$ cat src/rtl/apb_mem_slave.sv
// APB completer in front of a registered 1-cycle-latency memory, with programmable wait states.
// Latency: setup + WAIT_STATES access cycles (ready=0), then one DONE cycle with ready=1.
// Backpressure: ready is held low while the access counter runs; dropping sel during ACCESS aborts.
// Optional feature macro: APB_RDONLY_REGION_EN (writes below RO_LIMIT answer slverr, memory untouched).
module apb_mem_slave #(
  parameter int ADDR_WIDTH  = 8,
  parameter int DATA_WIDTH  = 32,
  parameter int MEM_DEPTH   = 200,
  parameter int WAIT_STATES = 2,
  parameter int RO_LIMIT    = 16
) (
  input  logic                  clk_i,
  input  logic                  rst_i,
  input  logic                  sel_i,
  input  logic                  enable_i,
  input  logic                  write_i,
  input  logic [ADDR_WIDTH-1:0] addr_i,
  input  logic [DATA_WIDTH-1:0] wdata_i,
  output logic                  ready_o,
  output logic                  slverr_o,
  output logic [DATA_WIDTH-1:0] rdata_o,
  output logic                  wr_o,
  output logic [ADDR_WIDTH-1:0] address_o,
  output logic [DATA_WIDTH-1:0] data_in_o,
  input  logic [DATA_WIDTH-1:0] data_out_i
);

  // Counter only needs to hold WAIT_STATES; keep at least one bit so an
  // illegal configuration still elaborates far enough to hit the $error.
  localparam int CW = (WAIT_STATES < 1) ? 1 : $clog2(WAIT_STATES + 1);
  localparam logic [CW-1:0] CNT_LOAD = CW'(WAIT_STATES);
  localparam logic [CW-1:0] CNT_ONE  = CW'(1);

  if (WAIT_STATES < 1 || WAIT_STATES > 15) begin : g_bad_wait
    $error("apb_mem_slave: WAIT_STATES must be in 1..15");
  end
  if (MEM_DEPTH < 1 || RO_LIMIT < 0) begin : g_bad_range
    $error("apb_mem_slave: MEM_DEPTH must be >= 1 and RO_LIMIT >= 0");
  end

  typedef enum logic [1:0] {
    S_IDLE   = 2'd0,
    S_ACCESS = 2'd1,
    S_DONE   = 2'd2
  } state_t;

  state_t                state_q, state_d;
  logic [CW-1:0]         cnt_q, cnt_d;
  logic [ADDR_WIDTH-1:0] addr_q, addr_d;
  logic [DATA_WIDTH-1:0] wdata_q, wdata_d;
  logic                  write_q, write_d;
  logic                  err_q, err_d;     // latched address out of range
  logic                  ro_q, ro_d;       // latched write into read-only region
  logic                  capture;
  logic                  addr_oor;
  logic                  addr_ro;

  // Range decode of the incoming setup address; registered at capture so the
  // response never depends on addr_i after the setup phase.
  always_comb begin
    addr_oor = (32'(addr_i) >= 32'(MEM_DEPTH));
`ifdef APB_RDONLY_REGION_EN
    addr_ro  = write_i && !addr_oor && (32'(addr_i) < 32'(RO_LIMIT));
`else
    addr_ro  = 1'b0;
`endif
  end

  // Next-state logic: setup capture from IDLE or DONE, countdown in ACCESS.
  always_comb begin
    state_d = state_q;
    cnt_d   = cnt_q;
    addr_d  = addr_q;
    wdata_d = wdata_q;
    write_d = write_q;
    err_d   = err_q;
    ro_d    = ro_q;
    capture = 1'b0;

    case (state_q)
      S_IDLE: begin
        // enable without a preceding setup phase is not a transfer
        capture = sel_i && !enable_i;
      end
      S_ACCESS: begin
        if (!sel_i) begin
          state_d = S_IDLE;
        end else if (enable_i) begin
          if (cnt_q == CNT_ONE) begin
            state_d = S_DONE;
          end else begin
            cnt_d = cnt_q - CNT_ONE;
          end
        end
      end
      S_DONE: begin
        // a setup coincident with completion starts the next transfer directly
        capture = sel_i && !enable_i;
        state_d = S_IDLE;
      end
      default: begin
        state_d = S_IDLE;
      end
    endcase

    if (capture) begin
      state_d = S_ACCESS;
      cnt_d   = CNT_LOAD;
      addr_d  = addr_i;
      wdata_d = wdata_i;
      write_d = write_i;
      err_d   = addr_oor;
      ro_d    = addr_ro;
    end
  end

  // State and latched-transfer registers; reset drops any pending write.
  always_ff @(posedge clk_i or posedge rst_i) begin
    if (rst_i) begin
      state_q <= S_IDLE;
      cnt_q   <= '0;
      addr_q  <= '0;
      wdata_q <= '0;
      write_q <= 1'b0;
      err_q   <= 1'b0;
      ro_q    <= 1'b0;
    end else begin
      state_q <= state_d;
      cnt_q   <= cnt_d;
      addr_q  <= addr_d;
      wdata_q <= wdata_d;
      write_q <= write_d;
      err_q   <= err_d;
      ro_q    <= ro_d;
    end
  end

  // Responses exist only in DONE; memory data is already valid on entry.
  always_comb begin
    ready_o   = (state_q == S_DONE);
    slverr_o  = ready_o && (err_q || ro_q);
    wr_o      = ready_o && write_q && !err_q && !ro_q;
    rdata_o   = (ready_o && !write_q && !err_q) ? data_out_i : '0;
    address_o = addr_q;
    data_in_o = wdata_q;
  end

endmodule

$ cat config.mk
export PLATFORM = sky130hd
export DESIGN_NAME = apb_mem_slave
export DESIGN_NICKNAME = d
export VERILOG_FILES = /design/src/rtl/apb_mem_slave.sv
export SDC_FILE = /design/constraint.sdc
export NUM_CORES = 1
export LEC_CHECK = 0
export CELL_PAD_IN_SITES_DETAIL_PLACEMENT = 0
export CELL_PAD_IN_SITES_GLOBAL_PLACEMENT = 1
export CORE_MARGIN = 3
export CORE_UTILIZATION = 28
export CTS_BUF_LIST = sky130_fd_sc_hd__clkbuf_4
export DETAILED_ROUTE_END_ITERATION = 6
export PLACE_DENSITY_LB_ADDON = 0.15
export SYNTH_ARGS = -nofsm -noshare
export SYNTH_HDL_FRONTEND = slang
export SYNTH_SLANG_ARGS = --single-unit
$ cat constraint.sdc
create_clock -name clk_i -period 3.65 [get_ports clk_i]
set_clock_uncertainty 0.1 [all_clocks]
set_input_delay 0.73 -clock clk_i [delete_from_list [all_inputs] [get_ports clk_i]]
set_output_delay 0.73 -clock clk_i [all_outputs]
set_load 0.01 [all_outputs]
==> results of run 1 <==
==> synthesized netlist by cell type <==
cell / count / share of area
a211o_1: 1 / 0.0042
a21oi_1: 1 / 0.0024
and2_2: 33 / 0.12
and2b_2: 1 / 0.0042
and3_1: 1 / 0.0030
and3b_2: 1 / 0.0048
buf_4: 2 / 0.0072
buf_6: 2 / 0.011
clkbuf_1: 3 / 0.0054
dfrtp_1: 46 / 0.55
ha_1: 1 / 0.0060
inv_1: 4 / 0.0072
mux2_1: 4 / 0.022
mux2_2: 38 / 0.21
nand2_1: 1 / 0.0018
nand4b_1: 1 / 0.0042
nor2_1: 2 / 0.0036
nor3b_4: 2 / 0.018
o21a_1: 1 / 0.0036
o21ai_0: 2 / 0.0048
o311a_1: 1 / 0.0048
or3_1: 1 / 0.0030
==> cell type report <==
class                   instances  area, um2  share of cell area
well taps                      96        120              0.0322
multi-input cells              92        863               0.231
flip-flops and latches         46       1150               0.308
repair buffers                153       1540               0.412
clock inverters                 2       10.0             0.00268
clock buffers                   5       37.5              0.0100
inverters                       4       15.0             0.00402
==> worst paths after layout <==
check	startpoint	end	slack, ns	cells after the start
min in group asynchronous	rst_i	address_o[2]	0.81	2
min reg2reg	data_in_o[29]	data_in_o[29]	0.40	1
min	data_in_o[29]	data_in_o[29]	0.40	1
max in group asynchronous	rst_i	data_in_o[12]	2.05	2
max	state_q[0]	rdata_o[8]	0.58	5
max reg2reg	state_q[0]	data_in_o[28]	1.82	3
==> kinds of logic (layout without fill, tap and decap cells) <==
family / after synthesis / after routing / share of synthesized area
flip-flops: 46 / 46 / 0.554
AND/OR/NAND/NOR: 43 / 43 / 0.162
multiplexers: 42 / 42 / 0.228
buffers and inverters: 11 / 164 / 0.0307
AO/OA/AOI/OAI: 6 / 6 / 0.0199
adder cells (fa/ha/maj): 1 / 1 / 0.00602
==> flip-flops by register name, indices dropped and copies added, names as in the netlist <==
| name | cells |
|---|---|
| address_o | 8 |
| cnt_q | 2 |
| data_in_o | 32 |
| err_q | 1 |
| state_q | 2 |
| write_q | 1 |
==> per-layer routing <==
metal  share of wire  global-route usage  vias up
met1            0.43               0.157      761
met2            0.44               0.210      108
met5               0                   0        -
li1                -                   -      806
met3            0.13              0.0738        4
met4          0.0050              0.0260        0
==> where the power goes <==
part           switching, mW  internal [mW]
clock                  0.156         0.0697
combinational          0.142          0.293
sequential            0.0492          0.602
==> run metrics, run 1 <==
Slew @ Worst Pin just under 1 ns; Die X 92.2 um; pin count of the biggest net entering global routing 47; most frequent cells in the layout clkdlybuf4s50_1, dfrtp_1, mux2_2; Critical Path Source Type register; synth-to-layout area growth 79.8%; crit-path max FO 32; final setup fails 0; worst hold path class register to register; syn avg cell area between 10 and 15 um2; Synth Instances 149; PwrDens 351 nW/um2; status finished clean; die area approximately 8500 um2; Post-CTS Resized 0; Max Freq 0.326 GHz; #FFs+latches synth 46; Overall Global Routing Usage 0.132; Hold Fails Final Rpt 0; DR vias between 1500 and 2000; cell family with most CP delay buffers and inverters; initial antenna violation count 0; clk slew on worst S/H paths 0.13 ns; final net count 380; placed insts 391; initial drt markers 23; TritonCTS sink count 46; Final Cycle Share 0.840; H-tree depth 2; Place WS roughly 0.95 ns; Starting Density 0.298; fillers between 600 and 700; CP Cell Sequence and2b_2 > nor3b_4 > buf_4 > and2_2 > clkdlybuf4s50_1; site row count 30; DRC viols 0; drt pass-1 iters 3; Root Driver clkbuf_4; area of the core approximately 7000 um2; routed len/inst 14.5 um; via/cell ratio 4.22; distinct cell type count after synthesis 22; critical path type register to output port; Final ANT Viol Nets 0; max_cap viols 0; CP endpoint kind output port; setup TNS 0 ns; CTS hold repair buffers 0; port bufs 151; Slew Limit Fails 0; vias in the first global route roughly 1700; Post-CTS Setup Inserts 0; global-route wire length before repair 8980 um; Final GP Congestion 0.658; post-synthesis cell area between 2000 and 2500 um2; final WL 5780 um; fin area 3740 um2; Final WS setup about 0.58 ns; P_leak 1.52 nW; Peak VDD IR 0.232 mV; CTS tree built; CP Data Arrival Time ~2.2 ns; CTS Buf Count 5; Post-Syn Nets 227; Hold WS about 0.4 ns; ant diodes 0; share of layout cells above drive strength 1 0.281; clk buf depth 2; Pwr Total 1.31 mW; Worst Path Required 2.82 ns; commonest non-fill, non-tap cell in the layout clkdlybuf4s50_1; final cell count without fillers 398; yosys synthesis warning count 0; register area share after synthesis 0.554; min Tclk post-route 3.07 ns; DPL Wire Length ~4500 um; Max stage delay cell, worst path clkdlybuf4s50_1; RSZ-0062 raised after global routing false; Worst Path Buf+Inv 2; max_slew headroom 0.358; die height between 90 and 100 um; DP Area 3690 um2; Final Util 0.535; boundary pin count around 150; Worst-Skew Late Latency 0.34 ns; max incr delay on CP roughly 0.54 ns; GRT Residual Overflow 0
(Power assumes the default switching activity.)
==> run 2, diff against run 1 <==
Settings changed: CORE_UTILIZATION 28 to 26.
Clock period 3.65 ns to 3.1 ns, I/O delays scaled along.
==> run 2 against run 1 <==
Effect of this change:
- power increased by 19%
- register-to-register slack got worse by 0.35 ns
- critical path depth unchanged
- combinational power rose by 17%
- die area increased by 7.2%
- core utilization decreased by 3.2 points
- worst setup slack worse by 0.43 ns
- sequential power up 18%
- via count is 0.42% higher
- critical endpoint is now rdata_o[31]
- final cell count rose by 1.5%
- non-clock buffer count increased by 2
==> run metrics, run 2 (synthesis results as in run 1) <==
CP Cell Sequence and2b_2 > nor3b_4 > buf_4 > and2_2 > clkdlybuf4s50_1; via/cell ratio 4.17 (-1.1%); min Tclk post-route between 2 and 3 ns; CTS Buf Count 5 (unchanged); Worst-Skew Late Latency 0.35 ns (about the same); Peak VDD IR 0.266 mV (+15%); setup TNS 0 ns (unchanged); clk buf depth 2 (unchanged); Starting Density 0.278 (-0.0201); most frequent cells in the layout clkdlybuf4s50_1, dfrtp_1, mux2_2; clk slew on worst S/H paths 0.14 ns (about the same); Max Freq 0.339 GHz; crit-path max FO 32 (unchanged); routed len/inst 14.3 um (-1.7%); initial antenna violation count 0 (unchanged); fillers 659 (+2.3%); TritonCTS sink count 46 (unchanged); CP Data Arrival Time 2.23 ns (about the same); worst hold path class register to register; R2R Setup Slk 1.47 ns (-0.35 ns); Final GP Congestion 0.685 (+4.1%); final WL 5760 um (-0.26%); Pwr Total 1.57 mW (+19%); DR vias 1686 (+0.42%); boundary pin count 152 (unchanged); die height 95.4 um (+3.5%); port bufs 151 (unchanged); Post-CTS Resized 0 (unchanged); max reg flops 32 (unchanged); final setup fails 0 (unchanged); Max stage delay cell, worst path clkdlybuf4s50_1; Post-CTS Setup Inserts 0 (unchanged); share of layout cells above drive strength 1 0.289 (+0.00707); pin count of the biggest net entering global routing 47 (unchanged); synth-to-layout area growth 81.1%; status finished clean; Worst Path Buf+Inv 2 (unchanged); Overall Global Routing Usage 0.120 (-0.0114); critical path type register to output port; Root Driver clkbuf_4; DRC viols 0 (unchanged); PwrDens 416 nW/um2 (+18%); die area 9100 um2 (+7.2%); P_leak 1.53 nW (+1.0%); drt pass-1 iters 2 (-1); DPL Wire Length 4490 um (+0.32%); GRT Residual Overflow 0 (unchanged); RSZ-0062 raised after global routing false; commonest non-fill, non-tap cell in the layout clkdlybuf4s50_1; CP endpoint kind output port; CTS hold repair buffers 0 (unchanged); Worst Path Required 2.38 ns (-0.44 ns); global-route wire length before repair 8510 um (-5.3%); Die X 95.4 um (+3.5%); cell family with most CP delay buffers and inverters; CTS tree built; max_cap viols 0 (unchanged); final net count 382 (+0.53%); initial drt markers 27 (+17%); Slew @ Worst Pin 0.327 ns (-0.634 ns); Hold Fails Final Rpt 0 (unchanged); ant diodes 0 (unchanged); Final ANT Viol Nets 0 (unchanged); vias in the first global route 1692 (-3.1%); Slew Limit Fails 0 (unchanged); area of the core 7490 um2 (+7.2%); H-tree depth 2 (unchanged); Critical Path Source Type register; max_slew headroom 0.782 (+0.424); Final Cycle Share 0.950; site row count 31 (+3.3%); max incr delay on CP 0.55 ns (about the same)
run 2: cell count changes in the layout (fill, tap and decap cells not counted), sizes merged:
cell / delta
inv: +1
buf: +2
run 2: final cells by class:
class                   instances  area, um2  area share
clock buffers                   5       37.5     0.00997
clock inverters                 3       18.8     0.00499
inverters                       4       15.0     0.00399
multi-input cells              92        863       0.229
flip-flops and latches         46       1150       0.306
well taps                      99        124      0.0329
repair buffers                155       1550       0.413
run 2: metal layers:
metal,track usage,vias up,part of all wire
met5,0,-,0
met4,0.0367,0,0.015
met3,0.0505,8,0.12
met2,0.199,93,0.45
met1,0.142,772,0.41
li1,-,813,-
run 2: worst paths after layout:
check | end | start | cells after the start
worst max-delay path | rdata_o[31] | state_q[0] | 5
worst max register to register | data_in_o[4] | state_q[0] | 3
worst min register to register | address_o[2] | address_o[2] | 1
worst min-delay path | address_o[2] | address_o[2] | 1
min in group asynchronous | data_in_o[11] | rst_i | 3
max in group asynchronous | data_in_o[31] | rst_i | 3
run 2: through the flow:
stage | instance area, um2 | hold WS, ns | setup WS, ns | utilization | instances
2_1_floorplan | 2080 | 0.425 | 1.07 | - | 149
3_3_place_gp | 3710 | 0.366 | 0.553 | 0.495 | 396
3_5_place_dp | 3710 | 0.378 | 0.532 | 0.495 | 396
4_1_cts | 3760 | 0.415 | 0.116 | 0.503 | 404
5_1_grt | 3760 | 0.428 | 0.0309 | 0.503 | 404
6_report | 3760 | 0.410 | 0.154 | 0.503 | 404
run 2: report_power, final:
group	total, mW	switching (mW)	internal (mW)
logic	0.512	0.165	0.347
clock network	0.288	0.199	0.0891
registers	0.767	0.0575	0.709
==> run 3, diff against run 2 <==
Clock period 3.1 ns to 3.3 ns, I/O delays scaled along.
==> run 3 against run 2 <==
Effect of this change:
- core utilization fell by 0.050 points
- critical path type unchanged
- worst setup slack improved by 0.23 ns
- register-to-register slack improved by 0.24 ns
- routed wire length rose by 1.4%
==> run metrics, run 3 (synthesis results as in run 1) <==
DRC viols 0 (unchanged); Sw Ratio 0.267 (-0.00183); Worst Path Required 2.54 ns (+0.16 ns); Die X 95.4 um (unchanged); boundary pin count 152 (unchanged); final setup fails 0 (unchanged); CP Data Arrival Time 2.16 ns (-0.07 ns); setup TNS 0 ns (unchanged); drt pass-1 iters 4 (+2); RSZ-0062 raised after global routing false; CTS hold repair buffers 0 (unchanged); Final WS setup 0.381 ns (+0.227 ns); vias in the first global route 1692 (unchanged); Overall Global Routing Usage 0.124 (+0.00382); fillers 695 (+5.5%); CTS Buf Count 5 (unchanged); routed len/inst 14.4 um (+1.1%); ant diodes 0 (unchanged); Slew @ Worst Pin 0.590 ns (+0.262 ns); initial drt markers 44 (+63%); Starting Density 0.278 (unchanged); cell-internal power 1.08 mW (-5.4%); site row count 31 (unchanged); Clk pwr share 0.189 (+0.005); CTS tree built; worst hold path class register to register; Worst-Skew Late Latency 0.35 ns (about the same); share of layout cells above drive strength 1 0.288 (-0.000943); Final ANT Viol Nets 0 (unchanged); TritonCTS sink count 46 (unchanged); crit-path max FO 19 (-41%); Final GP Congestion 0.723 (+5.5%); synth-to-layout area growth 80.9% (about the same); final net count 383 (+0.26%); Final Cycle Share 0.884; Root Driver clkbuf_4; combinational share of power 0.325 (-0.002); H-tree depth 2 (unchanged); clk buf depth 2 (unchanged); Slew Limit Fails 0 (unchanged); Post-CTS Resized 0 (unchanged); Place WS 0.743 ns (+0.212 ns); area occupied by registers 1150 um2 (unchanged); Hold Fails Final Rpt 0 (unchanged); most frequent cells in the layout clkdlybuf4s50_1, dfrtp_1, mux2_2; P_leak 1.53 nW (about the same); Post-CTS Setup Inserts 0 (unchanged); max_slew headroom 0.607 (-0.175); clk slew on worst S/H paths 0.14 ns (about the same); DR vias 1685 (-0.059%); die height 95.4 um (unchanged); Multi-input gate area 863 um2 (unchanged); commonest non-fill, non-tap cell in the layout clkdlybuf4s50_1; CP endpoint kind output port; Max Freq around 0.34 GHz; port bufs 151 (unchanged); min Tclk post-route 2.92 ns; global-route wire length before repair 8790 um (+3.3%); final WL 5840 um (+1.4%); critical path type register to output port; pin count of the biggest net entering global routing 47 (unchanged); max reg flops 32 (unchanged); initial antenna violation count 0 (unchanged); die area 9100 um2 (unchanged); Peak VDD IR 0.265 mV (-0.40%); sequential share of power 0.487 (-0.003); Critical Path Source Type register; max_cap viols 0 (unchanged); PwrDens 393 nW/um2 (-5.6%); total net switching power 0.395 mW (-6.3%); GRT Residual Overflow 0 (unchanged); area of the core 7490 um2 (unchanged); via/cell ratio 4.16 (-0.31%); status finished clean; DPL Wire Length 4610 um (+2.7%)
[run 3: changes by cell type in the layout (fill, tap and decap cells not counted)]
cell,before,now
buf_4,3,5
clkinv_2,2,0
buf_12,1,0
clkbuf_4,5,6
clkinv_1,0,1
[run 3: power by group through the flow]
stage / sequential (mW) / combinational, mW / clock [mW]
2_1_floorplan: 0.776 / 0.128 / 0
3_3_place_gp: 0.727 / 0.484 / 0
3_5_place_dp: 0.733 / 0.487 / 0
4_1_cts: 0.721 / 0.490 / 0.295
5_1_grt: 0.734 / 0.517 / 0.314
6_report: 0.719 / 0.479 / 0.279
[run 3: final timing paths]
check                         startpoint       endpoint  slack (ns)  cells past startpoint
min in group asynchronous          rst_i  data_in_o[23]        0.65                      3
setup / recovery              state_q[0]    rdata_o[22]        0.38                      5
setup reg to reg              state_q[0]        write_q        1.71                      3
hold reg to reg            data_in_o[29]  data_in_o[29]        0.40                      1
hold / removal             data_in_o[29]  data_in_o[29]        0.40                      1
max in group asynchronous          rst_i        write_q        2.04                      3
[run 3: critical path: stages, from the launching register on]
cell and delay, ns:
dfrtp_1 0.45, and2b_2 0.27, nor3b_4 0.19, buf_4 0.21, and2_2 0.15, clkdlybuf4s50_1 0.54
[run 3: per-layer routing]
| metal | routed length (um) | global-route usage |
|---|---|---|
| met3 | 812 | 0.0568 |
| met2 | 2740 | 0.212 |
| met5 | 0 | 0 |
| met1 | 2250 | 0.142 |
| met4 | 43 | 0.0284 |
[run 3: through the flow]
step	instance area (um2)	util	instances	power, mW	hold WS (ns)
3_3_place_gp	3700	0.495	397	1.21	0.366
3_5_place_dp	3700	0.495	397	1.22	0.377
4_1_cts	3760	0.502	405	1.51	0.409
6_report	3760	0.502	405	1.48	0.402
2_1_floorplan	2080	-	149	0.904	0.425
5_1_grt	3760	0.502	405	1.57	0.433
[run 3: layout make-up]
class / count / share of cell area
Timing Repair Buffer: 156 / 0.412
Sequential cell: 46 / 0.306
Multi-Input combinational cell: 92 / 0.230
Tap cell: 99 / 0.0329
Clock buffer: 6 / 0.0120
Inverter: 4 / 0.00399
Clock inverter: 2 / 0.00333
